$ cat config.mk
export PLATFORM = sky130hd
export DESIGN_NAME = inc_share_arbiter_flat
export DESIGN_NICKNAME = d
export VERILOG_FILES = /design/src/rtl/inc_share_arbiter_if.sv /design/src/rtl/inc_share_arbiter.sv /design/src/flat_wrapper.sv
export SDC_FILE = /design/constraint.sdc
export NUM_CORES = 1
export LEC_CHECK = 0
export CAP_MARGIN = 20
export CORE_AREA = 2 2 56 58
export DETAILED_ROUTE_END_ITERATION = 16
export DIE_AREA = 0 0 58 60
export GPL_TIMING_DRIVEN = 0
export PLACE_DENSITY = 0.78
export SLEW_MARGIN = 20
export SYNTH_ARGS = -nofsm -noshare
export SYNTH_HDL_FRONTEND = slang
export SYNTH_SLANG_ARGS = --single-unit
$ cat constraint.sdc
create_clock -name clk -period 1.8 [get_ports clk]
set_input_delay 0.27 -clock clk [delete_from_list [all_inputs] [get_ports clk]]
set_output_delay 0.27 -clock clk [all_outputs]
set_load 0.005 [all_outputs]
$ cat src/rtl/inc_share_arbiter_if.sv
// Requester/consumer bus for inc_share_arbiter.
//   req        requester -> arbiter  per-requester request, held until its gnt bit is seen
//   req_data   requester -> arbiter  packed operands, requester i at [i*WIDTH +: WIDTH]
//   gnt        arbiter -> requester  one-hot grant, one-cycle pulse
//   busy       arbiter -> requester  operation in flight
//   res_valid  arbiter -> consumer   result valid
//   res_data   arbiter -> consumer   operand + 1 modulo 2^WIDTH
//   res_carry  arbiter -> consumer   carry out of the MSB
//   res_id     arbiter -> consumer   index of the requester owning the result
//   res_ready  consumer -> arbiter   result accepted when res_valid & res_ready
interface inc_share_arbiter_if #(
    parameter int unsigned NREQ  = 4,
    parameter int unsigned WIDTH = 4,
    parameter int unsigned IDW   = 2
);
    logic [NREQ-1:0]       req;
    logic [NREQ*WIDTH-1:0] req_data;
    logic [NREQ-1:0]       gnt;
    logic                  busy;
    logic                  res_valid;
    logic [WIDTH-1:0]      res_data;
    logic                  res_carry;
    logic [IDW-1:0]        res_id;
    logic                  res_ready;

    // Requester and consumer side.
    modport master (
        output req, req_data, res_ready,
        input  gnt, busy, res_valid, res_data, res_carry, res_id
    );

    // Arbiter side.
    modport slave (
        input  req, req_data, res_ready,
        output gnt, busy, res_valid, res_data, res_carry, res_id
    );
endinterface

$ cat src/rtl/inc_share_arbiter.sv
// Shares one ripple incrementer (half-adder chain, carry-in 1) among NREQ
// requesters with round-robin arbitration and a valid/ready result port.
//   clk    rising-edge clock
//   rst_n  asynchronous active-low reset
//   bus    inc_share_arbiter_if.slave (req/req_data in, gnt/busy/res_* out, res_ready in)
module inc_share_arbiter #(
    parameter int unsigned NREQ  = 4,
    parameter int unsigned WIDTH = 4,
    parameter int unsigned IDW   = 2
) (
    input  logic               clk,
    input  logic               rst_n,
    inc_share_arbiter_if.slave bus
);

    typedef enum logic [1:0] {
        IDLE = 2'd0,
        EXEC = 2'd1,
        RESP = 2'd2
    } state_e;

    state_e           state_q, state_d;
    logic [IDW-1:0]   rr_ptr_q, rr_ptr_d;
    logic [WIDTH-1:0] op_q, op_d;
    logic [IDW-1:0]   id_q, id_d;
    logic [NREQ-1:0]  gnt_q, gnt_d;
    logic             busy_q, busy_d;
    logic             res_valid_q, res_valid_d;
    logic [WIDTH-1:0] res_data_q, res_data_d;
    logic             res_carry_q, res_carry_d;
    logic [IDW-1:0]   res_id_q, res_id_d;

    logic             win_found;
    logic [IDW-1:0]   win_idx;
    logic [IDW-1:0]   win_next;
    logic [WIDTH-1:0] win_op;
    logic [NREQ-1:0]  win_onehot;

    logic [WIDTH-1:0] inc_sum;
    logic [WIDTH:0]   inc_carry;

    // Round-robin pick: first pass covers rr_ptr..NREQ-1, second pass wraps to 0..rr_ptr-1.
    always_comb begin
        win_found  = 1'b0;
        win_idx    = '0;
        win_next   = '0;
        win_op     = '0;
        win_onehot = '0;
        for (int i = 0; i < int'(NREQ); i++) begin
            if (!win_found && bus.req[i] && (i >= int'(rr_ptr_q))) begin
                win_found  = 1'b1;
                win_idx    = IDW'(i);
                win_next   = IDW'((i + 1) % int'(NREQ));
                win_op     = bus.req_data[i*WIDTH +: WIDTH];
                win_onehot = NREQ'(1) << i;
            end
        end
        for (int i = 0; i < int'(NREQ); i++) begin
            if (!win_found && bus.req[i]) begin
                win_found  = 1'b1;
                win_idx    = IDW'(i);
                win_next   = IDW'((i + 1) % int'(NREQ));
                win_op     = bus.req_data[i*WIDTH +: WIDTH];
                win_onehot = NREQ'(1) << i;
            end
        end
    end

    // Shared ripple incrementer: half-adder chain with carry-in tied high.
    always_comb begin
        inc_sum      = '0;
        inc_carry    = '0;
        inc_carry[0] = 1'b1;
        for (int i = 0; i < int'(WIDTH); i++) begin
            inc_sum[i]     = op_q[i] ^ inc_carry[i];
            inc_carry[i+1] = op_q[i] & inc_carry[i];
        end
    end

    // Next-state and registered-output logic.
    always_comb begin
        state_d     = state_q;
        rr_ptr_d    = rr_ptr_q;
        op_d        = op_q;
        id_d        = id_q;
        gnt_d       = '0;
        res_valid_d = res_valid_q;
        res_data_d  = res_data_q;
        res_carry_d = res_carry_q;
        res_id_d    = res_id_q;

        unique case (state_q)
            IDLE: begin
                if (win_found) begin
                    op_d     = win_op;
                    id_d     = win_idx;
                    gnt_d    = win_onehot;
                    rr_ptr_d = win_next;
                    state_d  = EXEC;
                end
            end
            EXEC: begin
                res_data_d  = inc_sum;
                res_carry_d = inc_carry[WIDTH];
                res_id_d    = id_q;
                res_valid_d = 1'b1;
                state_d     = RESP;
            end
            RESP: begin
                // Handshake cycle only; arbitration resumes from IDLE on the next edge.
                if (bus.res_ready) begin
                    res_valid_d = 1'b0;
                    state_d     = IDLE;
                end
            end
            default: begin
                state_d = IDLE;
            end
        endcase

        busy_d = (state_d != IDLE);
    end

    // State and output registers.
    always_ff @(posedge clk or negedge rst_n) begin
        if (!rst_n) begin
            state_q     <= IDLE;
            rr_ptr_q    <= '0;
            op_q        <= '0;
            id_q        <= '0;
            gnt_q       <= '0;
            busy_q      <= 1'b0;
            res_valid_q <= 1'b0;
            res_data_q  <= '0;
            res_carry_q <= 1'b0;
            res_id_q    <= '0;
        end else begin
            state_q     <= state_d;
            rr_ptr_q    <= rr_ptr_d;
            op_q        <= op_d;
            id_q        <= id_d;
            gnt_q       <= gnt_d;
            busy_q      <= busy_d;
            res_valid_q <= res_valid_d;
            res_data_q  <= res_data_d;
            res_carry_q <= res_carry_d;
            res_id_q    <= res_id_d;
        end
    end

    assign bus.gnt       = gnt_q;
    assign bus.busy      = busy_q;
    assign bus.res_valid = res_valid_q;
    assign bus.res_data  = res_data_q;
    assign bus.res_carry = res_carry_q;
    assign bus.res_id    = res_id_q;

endmodule
$ cat src/flat_wrapper.sv
// flat-port wrapper written by rule: the top's interface ports become plain ports
module inc_share_arbiter_flat 
#(
    parameter int unsigned NREQ  = 4,
    parameter int unsigned WIDTH = 4,
    parameter int unsigned IDW   = 2
)
  (clk, rst_n, bus_req, bus_req_data, bus_res_ready, bus_gnt, bus_busy, bus_res_valid, bus_res_data, bus_res_carry, bus_res_id);
  inc_share_arbiter_if #(.NREQ(NREQ), .WIDTH(WIDTH), .IDW(IDW)) bus_i ();
  input  logic clk;
  input  logic rst_n;
  input wire logic [$bits(bus_i.req)-1:0] bus_req;
  input wire logic [$bits(bus_i.req_data)-1:0] bus_req_data;
  input wire logic [$bits(bus_i.res_ready)-1:0] bus_res_ready;
  output wire logic [$bits(bus_i.gnt)-1:0] bus_gnt;
  output wire logic [$bits(bus_i.busy)-1:0] bus_busy;
  output wire logic [$bits(bus_i.res_valid)-1:0] bus_res_valid;
  output wire logic [$bits(bus_i.res_data)-1:0] bus_res_data;
  output wire logic [$bits(bus_i.res_carry)-1:0] bus_res_carry;
  output wire logic [$bits(bus_i.res_id)-1:0] bus_res_id;
  assign bus_i.req = bus_req;
  assign bus_i.req_data = bus_req_data;
  assign bus_i.res_ready = bus_res_ready;
  assign bus_gnt = bus_i.gnt;
  assign bus_busy = bus_i.busy;
  assign bus_res_valid = bus_i.res_valid;
  assign bus_res_data = bus_i.res_data;
  assign bus_res_carry = bus_i.res_carry;
  assign bus_res_id = bus_i.res_id;
  inc_share_arbiter #(.NREQ(NREQ), .WIDTH(WIDTH), .IDW(IDW)) u_core (.clk(clk), .rst_n(rst_n), .bus(bus_i));
endmodule
After elaboration in Yosys (flattened, before gate mapping)

Cells that the tools add are included.

Register bits after elaboration: 23
Word-level logic and storage cells: 91
Input port bits: 23
Output and inout port bits: 13

Bitwise gates (word level): 7
$lt $le $gt $ge: 3
Eq/ne operators: 3
Muxes and demuxes: 46
Reductions and logical operators: 22

Operators with widths:

| kind                                                             | count |
|---|---|
| two-way mux 4 bit                                                | 17 |
| two-way mux 2 bit                                                | 15 |
| two-way mux 1 bit                                                | 12 |
| logical AND 1 bit                                                | 10 |
| zero test 1 bit                                                  | 7 |
| one-hot mux 2 bit (3 select lines)                               | 1 |
| greater-or-equal comparator 1 x 2 -> 1 bit, first input constant | 2 |
| AND reduction 2 bit                                              | 2 |
| nonzero test 2 bit                                               | 2 |
| bitwise AND 1 bit                                                | 3 |
| XOR 1 bit                                                        | 3 |
| == test 2 x 1 -> 1 bit, second input constant                    | 1 |
| == test 2 bit, second input constant                             | 1 |
| greater-or-equal comparator 2 bit, first input constant          | 1 |
| zero test 2 bit                                                  | 1 |
| != test 2 bit, second input constant                             | 1 |
| one-hot mux 1 bit (2 select lines)                               | 1 |
| NOT 1 bit                                                        | 1 |

Logic depth before layout (Yosys ltp)

Depth after elaboration: 29
Depth in mapped cells: 8
Gate-level depth less buffers: 6

Worst setup path after synthesis

No wires, ideal clock.

Kind: reg-to-reg
Start point: reg u_core.rr_ptr_q[0]
End point: reg u_core.rr_ptr_q[0]
Data required time: 1.676 ns
Path slack: 0.303 ns
Cell stages (with the launch flop): 7
Library setup time: 0.124 ns
Arrival: 1.373 ns
Clock period less this slack: 1.497 ns
Path through: dfrtp_1 buf_2 nand2b_4 a22oi_2 nor2_1 o21a_1 or2_1

Longest elaborated chain between the ends: 27
Elaborated cells on any way between the ends: 37

RTL lines:

| what                                       | line                     | RTL |
|---|---|---|
| start, declared                            | inc_share_arbiter.sv:23  | `logic [IDW-1:0] rr_ptr_q, rr_ptr_d;` |
| start signal, assigned                     | inc_share_arbiter.sv:139 | `rr_ptr_q <= rr_ptr_d;` |
| greater-or-equal comparator 1 x 2 -> 1 bit | inc_share_arbiter.sv:50  | `if (!win_found && bus.req[i] && (i >= int'(rr_ptr_q))) begin` |
| logical AND 1 bit                          | inc_share_arbiter.sv:50  |  |
| two-way mux 1 bit                          | inc_share_arbiter.sv:50  |  |
| zero test 1 bit                            | inc_share_arbiter.sv:50  |  |
| logical AND 1 bit (2 in series)            | inc_share_arbiter.sv:50  |  |
| two-way mux 1 bit                          | inc_share_arbiter.sv:50  |  |
| zero test 1 bit                            | inc_share_arbiter.sv:50  |  |
| logical AND 1 bit (2 in series)            | inc_share_arbiter.sv:50  |  |
| [... 9 more ...]                           | n/a                      |  |
| two-way mux 1 bit                          | inc_share_arbiter.sv:59  | `if (!win_found && bus.req[i]) begin` |
| zero test 1 bit                            | inc_share_arbiter.sv:59  |  |
| logical AND 1 bit                          | inc_share_arbiter.sv:59  |  |
| two-way mux 1 bit                          | inc_share_arbiter.sv:59  |  |
| zero test 1 bit                            | inc_share_arbiter.sv:59  |  |
| logical AND 1 bit                          | inc_share_arbiter.sv:59  |  |
| two-way mux 1 bit                          | inc_share_arbiter.sv:59  |  |
| AND reduction 2 bit (no line)              | n/a                      |  |

Parallel ways exist; a longest one is shown, timed or not.
A chain may end at the register's enable or synchronous reset.

Worst setup path after layout

Start point: reg u_core.rr_ptr_q[0]
End point: reg u_core.op_q[0]

Longest elaborated chain between the ends: 27
Elaborated cells on any way between the ends: 37

RTL lines:

| what                                       | line                     | RTL |
|---|---|---|
| greater-or-equal comparator 1 x 2 -> 1 bit | inc_share_arbiter.sv:50  |  |
| logical AND 1 bit                          | inc_share_arbiter.sv:50  |  |
| two-way mux 1 bit                          | inc_share_arbiter.sv:50  |  |
| zero test 1 bit                            | inc_share_arbiter.sv:50  |  |
| logical AND 1 bit (2 in series)            | inc_share_arbiter.sv:50  |  |
| two-way mux 1 bit                          | inc_share_arbiter.sv:50  |  |
| zero test 1 bit                            | inc_share_arbiter.sv:50  |  |
| logical AND 1 bit (2 in series)            | inc_share_arbiter.sv:50  |  |
| [... 9 more ...]                           | n/a                      |  |
| two-way mux 1 bit                          | inc_share_arbiter.sv:59  |  |
| zero test 1 bit                            | inc_share_arbiter.sv:59  |  |
| logical AND 1 bit                          | inc_share_arbiter.sv:59  |  |
| two-way mux 1 bit                          | inc_share_arbiter.sv:59  |  |
| zero test 1 bit                            | inc_share_arbiter.sv:59  |  |
| logical AND 1 bit                          | inc_share_arbiter.sv:59  |  |
| two-way mux 1 bit                          | inc_share_arbiter.sv:59  |  |
| AND reduction 2 bit (no line)              | n/a                      |  |
| end signal, assigned                       | inc_share_arbiter.sv:140 | `op_q <= op_d;` |
| end, declared                              | inc_share_arbiter.sv:24  | `logic [WIDTH-1:0] op_q, op_d;` |

Parallel ways exist; a longest one is shown, timed or not.

==> results.sh <==
export IMPL_status="finished clean"
export IMPL_finalSetupTns_ns=0
export IMPL_postPlaceCellArea_mm2=0.001719
export IMPL_wire_per_inst_um=15.59
export IMPL_syn_nets=176
export IMPL_io_buffer_count=34
export IMPL_synth_seq_cells=23
export IMPL_hpwl_mm=2.593
export IMPL_rsz0062_at_grt="no"
export IMPL_synthTopCellsByCount="nand2_1, dfrtp_1, a21oi_1"
export IMPL_synth_xor_area_share_pct=0
export IMPL_setup_viol=0
export IMPL_cp_end_kind="register"
export IMPL_yosysMostFrequentCell="nand2_1"
export IMPL_muxShareOfSynthArea_pct=0
export IMPL_max_freq_ghz=0.5756
export IMPL_synth_compound_area_share_pct=24.79
export IMPL_hold_ws_ns=0.4325
export IMPL_antenna_cells=0
export IMPL_rr_worst_depth=6
export IMPL_ys_types=43
export IMPL_start_util_pct=46.08
export IMPL_track_usage_pct=21.55
export IMPL_p_leak_nw=0.7831
export IMPL_clock_latency_ns=0.31
export IMPL_p_total_mw=2.568
export IMPL_worst_ep_required_time_ns=2.00
export IMPL_place_inst=217
export IMPL_yosys_area_share_simple_pct=25.63
export IMPL_grt_max_degree=24
export IMPL_hold_class="in2reg"
export IMPL_areaGrowthSynthToFinish_pct=31.52
export IMPL_hold_end="u_core.rr_ptr_q[1]"
export IMPL_gp_congestion=0.8940
export IMPL_drive_gt1_share_pct=11.11
export IMPL_dieArea_mm2=0.003480
export IMPL_cp_max_fo=10
export IMPL_fin_util_pct=60.60
export IMPL_root_buffer="clkbuf_4"
export IMPL_grt_pass1_vias=1337
export IMPL_powerDensity_mw_per_mm2=1460
export IMPL_path_cells="buf_2 > a21bo_2 > nand2_1 > nor2_1 > o31ai_1 > a221oi_2"
export IMPL_ys_warn_count=0
export IMPL_final_min_clock_period_ns=1.737
export IMPL_cp_arrival_ns=1.94
export IMPL_synthFlopType="dfrtp_1"
export IMPL_hold_start="bus_req[1]"
export IMPL_synth_top_family_by_area="simple AND/OR/NAND/NOR gates"
export IMPL_yosys_top_cells_area="dfrtp_1, nand2_1, a21oi_1"
export IMPL_finalCritPeriodShare_pct=96.51
export IMPL_r2r_slack_ns=0.06
export IMPL_seq_area_frac_synth_pct=43.03
export IMPL_min_path_cells=3
export IMPL_synth_cells=150
export IMPL_cts_clk_slew_worst_paths_ns=0.12
export IMPL_skew_ns=0.005557
export IMPL_fin_area_mm2=0.001759
export IMPL_num_rows=20
export IMPL_synth_edff_count=0
export IMPL_n_fill_cell=271
export IMPL_cap_viol_max_count=0
export IMPL_overflow=0
export IMPL_synth_area_mm2=0.001338
export IMPL_cts_tree="yes"
export IMPL_cts_sinks=23
export IMPL_crit_slowest_cell="dfrtp_1"
export IMPL_setup_slack_ns=0.06276
export IMPL_final_hold_viol_count=0
export IMPL_tightest_slew_ns=0.5052
export IMPL_wl_mm=3.460
export IMPL_antenna_found_initial=0
export IMPL_cp_start_kind="register"
export IMPL_slew_limit_headroom_pct=66.19
export IMPL_die_y_um=60
export IMPL_irDropWorstVdd_uv=986.8
export IMPL_reg2reg_to="u_core.op_q[0]"
export IMPL_cts_buffers_inserted=3
export IMPL_synth_area_leader_cell="dfrtp_1"
export IMPL_route_vias_total=1329
export IMPL_regToRegStartpoint="u_core.rr_ptr_q[0]"
export IMPL_die_width_um=58
export IMPL_pre_cts_ws_ns=-0.4283
export IMPL_viasPerCell=5.986
export IMPL_synth_top_area_share_pct=43.03
export IMPL_remaining_drc_errors=0
export IMPL_core_area_mm2=0.002903
export IMPL_critPathKind="reg2reg"
export IMPL_nNetsFinal=216
export IMPL_cpPeakStageDelay_ns=0.39
export IMPL_final_antenna_net_count=0
export IMPL_yosys_area_share_adder_pct=2.806
export IMPL_io_pin_count=36
export IMPL_cts_path_max_buffers=2
export IMPL_slew_viol_final=0
export IMPL_fin_cells=222
export IMPL_grt_pass1_wl_mm=5.754
export IMPL_drt_pass1_iterations=4
export IMPL_htreeDepth=1
export IMPL_async_reset_ff_share_pct=100.0
export IMPL_avgSynthCellArea_um2=8.917
export IMPL_drtIter0Drc=48
-- cell usage in the layout (no fill, tap or decap), types with 2 or more instances in the layout --
master,count
clkbuf_1,3
o31ai_1,4
and3_1,3
inv_1,2
o22ai_1,5
nor2b_1,2
nand4_1,2
clkbuf_4,3
buf_2,5
a21oi_1,13
nand2_1,34
nand3_1,3
nand2b_1,4
nor2_1,8
or3_1,5
clkdlybuf4s50_1,31
ha_1,3
o21ai_0,2
dfrtp_1,23
a221oi_2,4
a211o_1,2
nor4_1,2
-- per-layer routing --
layer | track usage [%] | wire [um] | vias up
met5 | 0 | 0 | -
met4 | 11.63 | 57 | 0
met3 | 1.948 | 246 | 7
met2 | 39.29 | 1668 | 70
met1 | 24.93 | 1487 | 624
li1 | - | - | 628
-- worst max-delay path by stage --
stage	start	to	slack (ns)	depth (start not counted)
3_5_place_dp	bus_req[0]	u_core.op_q[3]	-0.43	6
4_1_cts	bus_req[0]	u_core.op_q[3]	0.01	6
5_1_grt	u_core.rr_ptr_q[0]	u_core.op_q[3]	0.0005	6
6_report	u_core.rr_ptr_q[0]	u_core.op_q[0]	0.06	6
3_3_place_gp	bus_req[0]	u_core.op_q[3]	-0.39	6
2_1_floorplan	u_core.rr_ptr_q[0]	u_core.rr_ptr_q[0]	0.30	6
-- registers in the layout, summed over array words and instances, names as in the netlist --
| name | count |
|---|---|
| u_core.bus.res_carry | 1 |
| u_core.bus.res_id | 2 |
| u_core.op_q | 4 |
| u_core.state_q | 2 |
| u_core.bus.res_valid | 1 |
| u_core.bus.gnt | 4 |
| u_core.bus.res_data | 4 |
| u_core.rr_ptr_q | 2 |
| u_core.id_q | 2 |
| u_core.bus.busy | 1 |
-- cells by family (layout without fill, tap and decap cells) --
| logic type | Yosys count | after routing |
|---|---|---|
| AO/OA/AOI/OAI | 44 | 44 |
| adder cells (fa/ha/maj) | 3 | 3 |
| AND/OR/NAND/NOR | 70 | 70 |
| flip-flops | 23 | 23 |
| buffers and inverters | 10 | 49 |
-- area by class of cell --
cell class                      instances  area [um2]  area share, %
Multi-Input combinational cell        117       719.4          40.90
Sequential cell                        23       575.6          32.72
Buffer                                  7       38.79          2.205
Clock buffer                            4       26.28          1.494
Tap cell                               33       41.29          2.347
Inverter                                3       11.26         0.6401
Timing Repair Buffer                   35       346.6          19.70
-- worst max-delay path: cells and delay by family, from the launching register on --
kind / cells / cell delay, ns
simple gates: 2 / 0.35
flops: 1 / 0.39
compound gates: 3 / 0.71
buf+inv: 1 / 0.18
-- what timing repair did --
action                                 in CTS  in global routing
resized for setup                           2                  1
setup buffers                               0                  0
hold buffers                                0                  1
endpoints found under the hold margin       0                 23
setup endpoints to repair                   2                  5
-- report_power, final --
group          internal [mW]  switching, mW
Clock                 0.0866          0.152
Combinational          0.689          0.762
Sequential             0.749          0.129
Power figures use the tool's default switching activity.
